**config.mk**
```make
export PLATFORM = sky130hd
export DESIGN_NAME = mash_cic_decimator_flat
export DESIGN_NICKNAME = d
export VERILOG_FILES = /design/src/rtl/mash_cic_decimator_if.sv /design/src/rtl/mash_cic_decimator.sv /design/src/flat_wrapper.sv
export SDC_FILE = /design/constraint.sdc
export NUM_CORES = 1
export LEC_CHECK = 0
export BUFFER_PORTS_ARGS = -buffer_cell sky130_fd_sc_hd__buf_2
export CAP_MARGIN = 20
export CORE_MARGIN = 3
export CORE_UTILIZATION = 40
export CTS_CLUSTER_SIZE = 25
export DETAILED_ROUTE_END_ITERATION = 12
export GPL_ROUTABILITY_DRIVEN = 0
export PLACE_DENSITY = 0.52
export SLEW_MARGIN = 20
export SYNTH_ARGS = -nofsm -noshare
export SYNTH_HDL_FRONTEND = slang
export SYNTH_SLANG_ARGS = --single-unit
```
**constraint.sdc**
```tcl
create_clock -name clk -period 13.69 [get_ports clk]
set_input_delay 2.738 -clock clk [delete_from_list [all_inputs] [get_ports clk]]
set_output_delay 2.738 -clock clk [all_outputs]
set_load 0.02 [all_outputs]
```
**src/rtl/mash_cic_decimator_if.sv**
```systemverilog
// Sample/result bundle for the MASH 1-1-1 CIC decimator.
// The master drives the fractional stream and the slave (the filter) returns decimated results.
interface mash_cic_decimator_if #(
    parameter int LOG2_R = 3
);
    localparam int ACC_W = 4 + 3 * LOG2_R;

    logic signed [3:0]       in_f;
    logic                    in_valid;
    logic signed [ACC_W-1:0] dout;
    logic                    dout_valid;
    logic                    range_err;

    modport master (
        output in_f,
        output in_valid,
        input  dout,
        input  dout_valid,
        input  range_err
    );

    modport slave (
        input  in_f,
        input  in_valid,
        output dout,
        output dout_valid,
        output range_err
    );
endinterface

```
**src/rtl/mash_cic_decimator.sv**
```systemverilog
// Sinc^3 CIC decimator (ratio 2**LOG2_R) that reconstructs the mean of a MASH 1-1-1 stream.
// Optional sticky illegal-input flag is built when MASH_RANGE_CHK_EN is defined.
module mash_cic_decimator #(
    parameter int LOG2_R = 3
) (
    input  logic                  clk,
    input  logic                  rst_n,
    input  logic                  clr,
    mash_cic_decimator_if.slave   s_if
);
    localparam int ACC_W = 4 + 3 * LOG2_R;
    localparam logic [LOG2_R-1:0] CNT_MAX = '1;

    logic signed [ACC_W-1:0] r_i1, r_i2, r_i3;
    logic signed [ACC_W-1:0] r_d1, r_d2, r_d3;
    logic signed [ACC_W-1:0] r_dout;
    logic [LOG2_R-1:0]       r_cnt;
    logic                    r_dec_stb;
    logic [1:0]              r_warm;
    logic                    r_dout_valid;

    logic signed [ACC_W-1:0] w_in_sext;
    logic signed [ACC_W-1:0] w_i1_nxt, w_i2_nxt, w_i3_nxt;
    logic signed [ACC_W-1:0] w_c1, w_c2, w_c3;

    // Integrators wrap modulo 2**ACC_W on purpose; the combs cancel the wrap.
    assign w_in_sext = {{(ACC_W-4){s_if.in_f[3]}}, s_if.in_f};
    assign w_i1_nxt  = r_i1 + w_in_sext;
    assign w_i2_nxt  = r_i2 + w_i1_nxt;
    assign w_i3_nxt  = r_i3 + w_i2_nxt;

    assign w_c1 = r_i3 - r_d1;
    assign w_c2 = w_c1 - r_d2;
    assign w_c3 = w_c2 - r_d3;

    // Integrator cascade, decimation counter and registered decimation strobe.
    always_ff @(posedge clk or negedge rst_n) begin
        if (!rst_n) begin
            r_i1      <= '0;
            r_i2      <= '0;
            r_i3      <= '0;
            r_cnt     <= '0;
            r_dec_stb <= 1'b0;
        end else if (clr) begin
            r_i1      <= '0;
            r_i2      <= '0;
            r_i3      <= '0;
            r_cnt     <= '0;
            r_dec_stb <= 1'b0;
        end else if (s_if.in_valid) begin
            r_i1      <= w_i1_nxt;
            r_i2      <= w_i2_nxt;
            r_i3      <= w_i3_nxt;
            r_cnt     <= r_cnt + LOG2_R'(1);
            r_dec_stb <= (r_cnt == CNT_MAX);
        end else begin
            r_dec_stb <= 1'b0;
        end
    end

    // Comb chain and output register; the first two results only prime the comb delays.
    always_ff @(posedge clk or negedge rst_n) begin
        if (!rst_n) begin
            r_d1         <= '0;
            r_d2         <= '0;
            r_d3         <= '0;
            r_dout       <= '0;
            r_dout_valid <= 1'b0;
            r_warm       <= 2'd0;
        end else if (clr) begin
            r_d1         <= '0;
            r_d2         <= '0;
            r_d3         <= '0;
            r_dout       <= '0;
            r_dout_valid <= 1'b0;
            r_warm       <= 2'd0;
        end else if (r_dec_stb) begin
            r_d1 <= r_i3;
            r_d2 <= w_c1;
            r_d3 <= w_c2;
            if (r_warm == 2'd2) begin
                r_dout       <= w_c3;
                r_dout_valid <= 1'b1;
            end else begin
                r_warm       <= r_warm + 2'd1;
                r_dout_valid <= 1'b0;
            end
        end else begin
            r_dout_valid <= 1'b0;
        end
    end

    assign s_if.dout       = r_dout;
    assign s_if.dout_valid = r_dout_valid;

`ifdef MASH_RANGE_CHK_EN
    logic r_range_err;

    // Legal shaper words are -3..+4; anything from -8 to -4 is an upstream fault.
    function automatic logic in_illegal(input logic signed [3:0] f);
        return (f < -4'sd3);
    endfunction

    // Sticky range flag, cleared only by reset or soft clear.
    always_ff @(posedge clk or negedge rst_n) begin
        if (!rst_n) begin
            r_range_err <= 1'b0;
        end else if (clr) begin
            r_range_err <= 1'b0;
        end else if (s_if.in_valid && in_illegal(s_if.in_f)) begin
            r_range_err <= 1'b1;
        end else begin
            r_range_err <= r_range_err;
        end
    end

    assign s_if.range_err = r_range_err;
`else
    assign s_if.range_err = 1'b0;
`endif
endmodule

```
**src/flat_wrapper.sv**
```systemverilog
// flat-port wrapper written by rule: the top's interface ports become plain ports
module mash_cic_decimator_flat 
#(
    parameter int LOG2_R = 3
)
  (clk, rst_n, clr, s_if_in_f, s_if_in_valid, s_if_dout, s_if_dout_valid, s_if_range_err);
  mash_cic_decimator_if #(.LOG2_R(LOG2_R)) s_if_i ();
  input  logic clk;
  input  logic rst_n;
  input  logic clr;
  input wire logic [$bits(s_if_i.in_f)-1:0] s_if_in_f;
  input wire logic [$bits(s_if_i.in_valid)-1:0] s_if_in_valid;
  output wire logic [$bits(s_if_i.dout)-1:0] s_if_dout;
  output wire logic [$bits(s_if_i.dout_valid)-1:0] s_if_dout_valid;
  output wire logic [$bits(s_if_i.range_err)-1:0] s_if_range_err;
  assign s_if_i.in_f = s_if_in_f;
  assign s_if_i.in_valid = s_if_in_valid;
  assign s_if_dout = s_if_i.dout;
  assign s_if_dout_valid = s_if_i.dout_valid;
  assign s_if_range_err = s_if_i.range_err;
  mash_cic_decimator #(.LOG2_R(LOG2_R)) u_core (.clk(clk), .rst_n(rst_n), .clr(clr), .s_if(s_if_i));
endmodule
```
### Word level (Yosys, flattened, before mapping)

Index checks and enable logic that the tools add are counted.

| storage, ports and cells | value |
|---|---|
| flip-flop bits (word level) | 98 |
| output and inout port bits | 15 |
| word-level logic and storage cells | 52 |

| operators by class | value |
|---|---|
| add/subtract/negate cells | 8 |
| equal/unequal tests | 3 |
| multiplexer cells | 25 |
| reductions and logical operators | 5 |

Operators with widths:

| kind | number |
|---|---|
| $mux W13 | 15 |
| $sub A13 B13 Y13 | 3 |
| $add A13 B13 Y13 | 2 |
| $add A13 B4 Y13 | 1 |
| $mux W2 | 3 |
| $mux W3 | 2 |
| $reduce_bool A2 Y1 | 3 |
| $mux W1 | 5 |
| $reduce_and A2 Y1 | 2 |
| $add A3 B1 Y3 const B | 1 |
| $eq A3 B3 Y1 const B | 1 |
| $add A2 B1 Y2 const B | 1 |
| $eq A2 B2 Y1 const B | 1 |
| $ne A2 B2 Y1 const B | 1 |

### Logic depth before layout (Yosys ltp)

| depth | value |
|---|---|
| word-level depth | 6 |
| depth in mapped cells | 23 |
| mapped depth without buffers | 23 |

### Least setup slack after synthesis

Ideal clock, no wire load.

| timing | value |
|---|---|
| path kind | in2reg |
| start point | in s_if_in_f[0] |
| end point | reg u_core.r_i3[12] |
| setup time | 78 ps |
| data arrival time | 7,258 ps |
| setup slack | 6,354 ps |
| stages on the path | 19 |
| cell sequence | ha_1 > fa_1 > a211o_1 > a2111oi_4 > nor2_2 > a21oi_1 > xnor2_1 > ha_1 > a21o_1 > a21o_1 > a221oi_1 > xnor2_1 > ha_1 > or3_1 > or3_1 > o311ai_1 > xnor3_1 > or3_1 > a21oi_1 |

| on the way | value |
|---|---|
| cells in the longest elaborated chain, start to end | 5 |

Ends and longest elaborated chain:

| element | line | source |
|---|---|---|
| from (decl) | flat_wrapper.sv:11 | `input wire logic [$bits(s_if_i.in_f)-1:0] s_if_in_f;` |
| $add A13 B4 Y13 | mash_cic_decimator.sv:28 | `assign w_i1_nxt = r_i1 + w_in_sext;` |
| $add A13 B13 Y13 | mash_cic_decimator.sv:29 | `assign w_i2_nxt = r_i2 + w_i1_nxt;` |
| $add A13 B13 Y13 | mash_cic_decimator.sv:30 | `assign w_i3_nxt = r_i3 + w_i2_nxt;` |
| $mux W13 | mash_cic_decimator.sv:50 | `end else if (s_if.in_valid) begin` |
| $mux W13 | mash_cic_decimator.sv:44 | `end else if (clr) begin` |
| to (signal assigned) | mash_cic_decimator.sv:53 | `r_i3 <= w_i3_nxt;` |
| to (decl) | mash_cic_decimator.sv:14 | `logic signed [ACC_W-1:0] r_i1, r_i2, r_i3;` |

Every way passes these cells. The select of a mux whose other input is x is not followed.
A chain may end at the register's enable or synchronous reset.

### Final worst setup path

Same ends and word-level chain as after synthesis.

==> parameters.txt <==
Parameter                              Value

STA
  Final worst setup slack    roughly 6.2 ns
  Setup repair after global routing missed its margin    false
  Time the final worst path needs with I/O delays and setup    7.46 ns
  Slew margin rel.    between 30% and 40%
  Pins Over Slew Limit    0
  Min Hold Slack    0.481 ns
  Setup clock skew after layout    ~0.0093 ns
  Slew @ Worst Pin    1.05 ns
  Final-report setup violation count    0
  Number of hold-slack violations in the final timing report    0
  Post-route fraction of the period consumed by the critical path    54.5%
  Max frequency    0.134 GHz
  Final total negative setup slack    0 ns

Yosys
  Number of library cell types mapped by synthesis    a little over 60
  Yosys top cell area share    34.2%
  Post-synthesis sequential area ratio    34.2%
  Async SR Flop Fraction    100%
  Syn. warnings    0
  Synthesized area per cell    9.13 µm²
  #FFs+latches synth    98
  Dominant cell type by area after synthesis    dfrtp_1
  Area of the mapped netlist    just over 7000 µm²
  Nets in the synthesized netlist    878
  Gate Count Post-Synth    slightly below 800
  Cell types with the largest area share after synthesis    dfrtp_1, ha_1, mux2i_1
  Ys flop type    dfrtp_1
  Number of enable-type register cells in the synthesized netlist    0

Clock tree
  Clock transition time at the flip-flop clock pins of the worst setup and hold paths    0.07 ns
  CTS max path bufs    2
  Total clock buffers created by CTS    9
  Number of buffers added for setup after CTS    0
  Clock tree from TritonCTS    built
  Clock Latency Late Sink    roughly 0.35 ns
  Clock tree sinks    98
  Clock tree root driver cell    clkbuf_16
  Post-cts resize count    0
  Deepest level of the CTS H-tree    3
  Number of hold buffers added after cts    0

Route
  Detailed Route WL    15.3 mm
  Vias    5447
  Routed via count divided by cell count    5.28
  Count of TritonRoute iterations in the first routing pass    4
  Routed WL per cell    14.9 µm
  Residual DRC count    0
  DR iter-0 viols    222
  Antenna Violating Nets Remaining    0

Finish
  Count of fill cells added during filler insertion    between 1500 and 2000
  Fraction of layout cells with a size suffix above 1    6.82%
  Sequential cell area    2450 µm²
  Diode count    0
  Final #Nets    893
  Multi-input combinational cell area    roughly 4400 µm²
  P&R area growth vs syn    9.05%
  Fin area    around 7800 µm²

Worst setup path
  Critical Path Source Type    input port
  Arrival @ worst endpoint    7.73 ns
  End of the worst register-to-register path    u_core.r_i3[12]
  Setup crit end kind    register
  Reg2Reg Launch Point    u_core.r_i1[0]
  Data required time at the worst endpoint    13.96 ns
  Cells on worst reg2reg path    19
  Largest fanout on the critical path    3
  Worst-case register-to-register setup slack    8.33 ns
  Type of the setup path with the least slack    in2reg

Placed design
  IO Port Bufs    21
  Sum of net half-perimeters after detailed placement    roughly 11 mm
  Worst slack at placement    about 5.8 ns
  Post-detailed-placement cell area    7510 µm²

Floorplan
  Starting density of the core    41.2%
  Floorplan row count    between 40 and 50
  Core region area    17400 µm²
  Count of boundary I/O pins    23
  Die outline area    19600 µm²
  Horiz. Die Dim    about 140 µm
  Die height    between 100 and 150 µm

Run
  Max-Cap Viols    0

Global routing
  Global-route total usage across every layer    16.6%
  GRT Residual Overflow    0
  Largest net degree at the start of global routing    73
  Number of global-route vias before repair    5556
  Antenna violations before repair    0
  First-pass GRT wire length    26.8 mm

Min path
  Hold_sp    u_core.s_if.dout[4]
  Worst Hold Path Cells    2
  Classification of the worst-slack hold path    reg2reg
  Hold EP    u_core.s_if.dout[4]

Run status
  Run status    completed
==> worst max-delay path: stages <==
cell and delay [ns]:
buf_2 0.10, ha_1 0.22, fa_1 0.43, a211o_1 0.38, a2111oi_4 0.35, nor2_2 0.09
a21oi_1 0.19, xnor2_1 0.21, ha_1 0.32, a21o_1 0.18, a21o_1 0.17, a221oi_1 0.47
xnor2_1 0.13, ha_1 0.24, or3_1 0.35, or3_1 0.32, o311ai_1 0.10, xnor3_1 0.27
or3_1 0.31, a21oi_1 0.16
==> state kept, by name, summed over array words and instances (netlist names) <==
name,flops
u_core.r_d1,13
u_core.s_if.dout_valid,1
u_core.r_d3,13
u_core.r_i1,13
u_core.r_warm,2
u_core.r_i2,13
u_core.r_cnt,3
u_core.r_d2,13
u_core.r_dec_stb,1
u_core.s_if.dout,13
u_core.r_i3,13
==> cell families (layout without fill, tap and decap cells) <==
family / after synthesis / count (layout) / share of synthesized area, %
other: 1 / 1 / 0.0523
muxes: 56 / 56 / 7.81
buffers and inverters: 85 / 105 / 4.50
and+or+nand+nor: 211 / 211 / 13.3
xor gates and xnor gates: 57 / 57 / 7.15
DFF: 98 / 98 / 34.2
adders and majority gates: 84 / 84 / 15.3
AOI/OAI and AO/OA: 194 / 194 / 17.7
==> synth_stat cells (all sizes together) (5+ instances only) <==
master    n
a211oi   10
a21o     21
a21oi    61
a31oi     6
clkbuf   17
dfrtp    98
fa        6
ha       78
inv      63
mux2i    56
nand2    35
nand2b    5
nand3    11
nor2    109
nor2b     8
nor3     10
o21a     24
o21ai    36
o31ai     7
or3       9
xnor2    36
xor2     20
==> layout make-up <==
type | instances | share of cell area (%)
Clock buffer | 10 | 3.05
Clock inverter | 6 | 0.927
Inverter | 64 | 3.07
Multi-Input combinational cell | 603 | 56.2
Sequential cell | 98 | 31.4
Tap cell | 225 | 3.60
Timing Repair Buffer | 25 | 1.76
==> per-layer routing <==
layer  track usage, %  part of all wire, %  wire [µm]
met1             20.1                   45       6960
met2             29.0                   49       7590
met3             2.77                  2.0        300
met4             7.09                  3.3        499
met5                0                    0          0
==> stage by stage <==
stage | cells | utilization, %
after floorplan | 786 | -
after global placement | 1015 | 43.1
after detailed placement | 1015 | 43.1
after CTS | 1031 | 44.9
after global routing | 1031 | 44.9
final | 1031 | 44.9
==> placed cells by master (no fill, tap or decap), types with 3 or more instances in the layout <==
master / count
nor2_1: 108
dfrtp_1: 97
ha_1: 78
inv_1: 62
a21oi_1: 61
mux2i_1: 56
xnor2_1: 36
nand2_1: 35
o21ai_0: 33
o21a_1: 24
a21o_1: 21
xor2_1: 20
buf_2: 20
nand3_1: 11
nor3_1: 10
a211oi_1: 9
or3_1: 9
clkbuf_16: 9
nor2b_1: 7
o31ai_1: 7
a31oi_1: 6
fa_1: 6
nand2b_1: 5
buf_4: 5
and3_1: 4
nor4_1: 4
a21boi_0: 4
o21bai_1: 4
a22o_1: 3
or2_2: 3
o31a_1: 3
a31o_2: 3
==> how the worst max path moves through the flow <==
stage / end / slack (ns) / cells past startpoint / from
finish: u_core.r_i3[12] / 6.23 / 20 / s_if_in_f[0]
global route: u_core.r_i3[12] / 5.88 / 20 / s_if_in_f[0]
CTS: u_core.r_i3[12] / 6.21 / 20 / s_if_in_f[0]
detailed placement: u_core.r_i3[12] / 5.84 / 20 / s_if_in_f[0]
global placement: u_core.r_i3[12] / 5.94 / 20 / s_if_in_f[0]
floorplan: u_core.r_i3[12] / 6.35 / 19 / s_if_in_f[0]
Power is not shown: default switching activity piles up to over one toggle a cycle in this logic, so the estimate is an artifact.
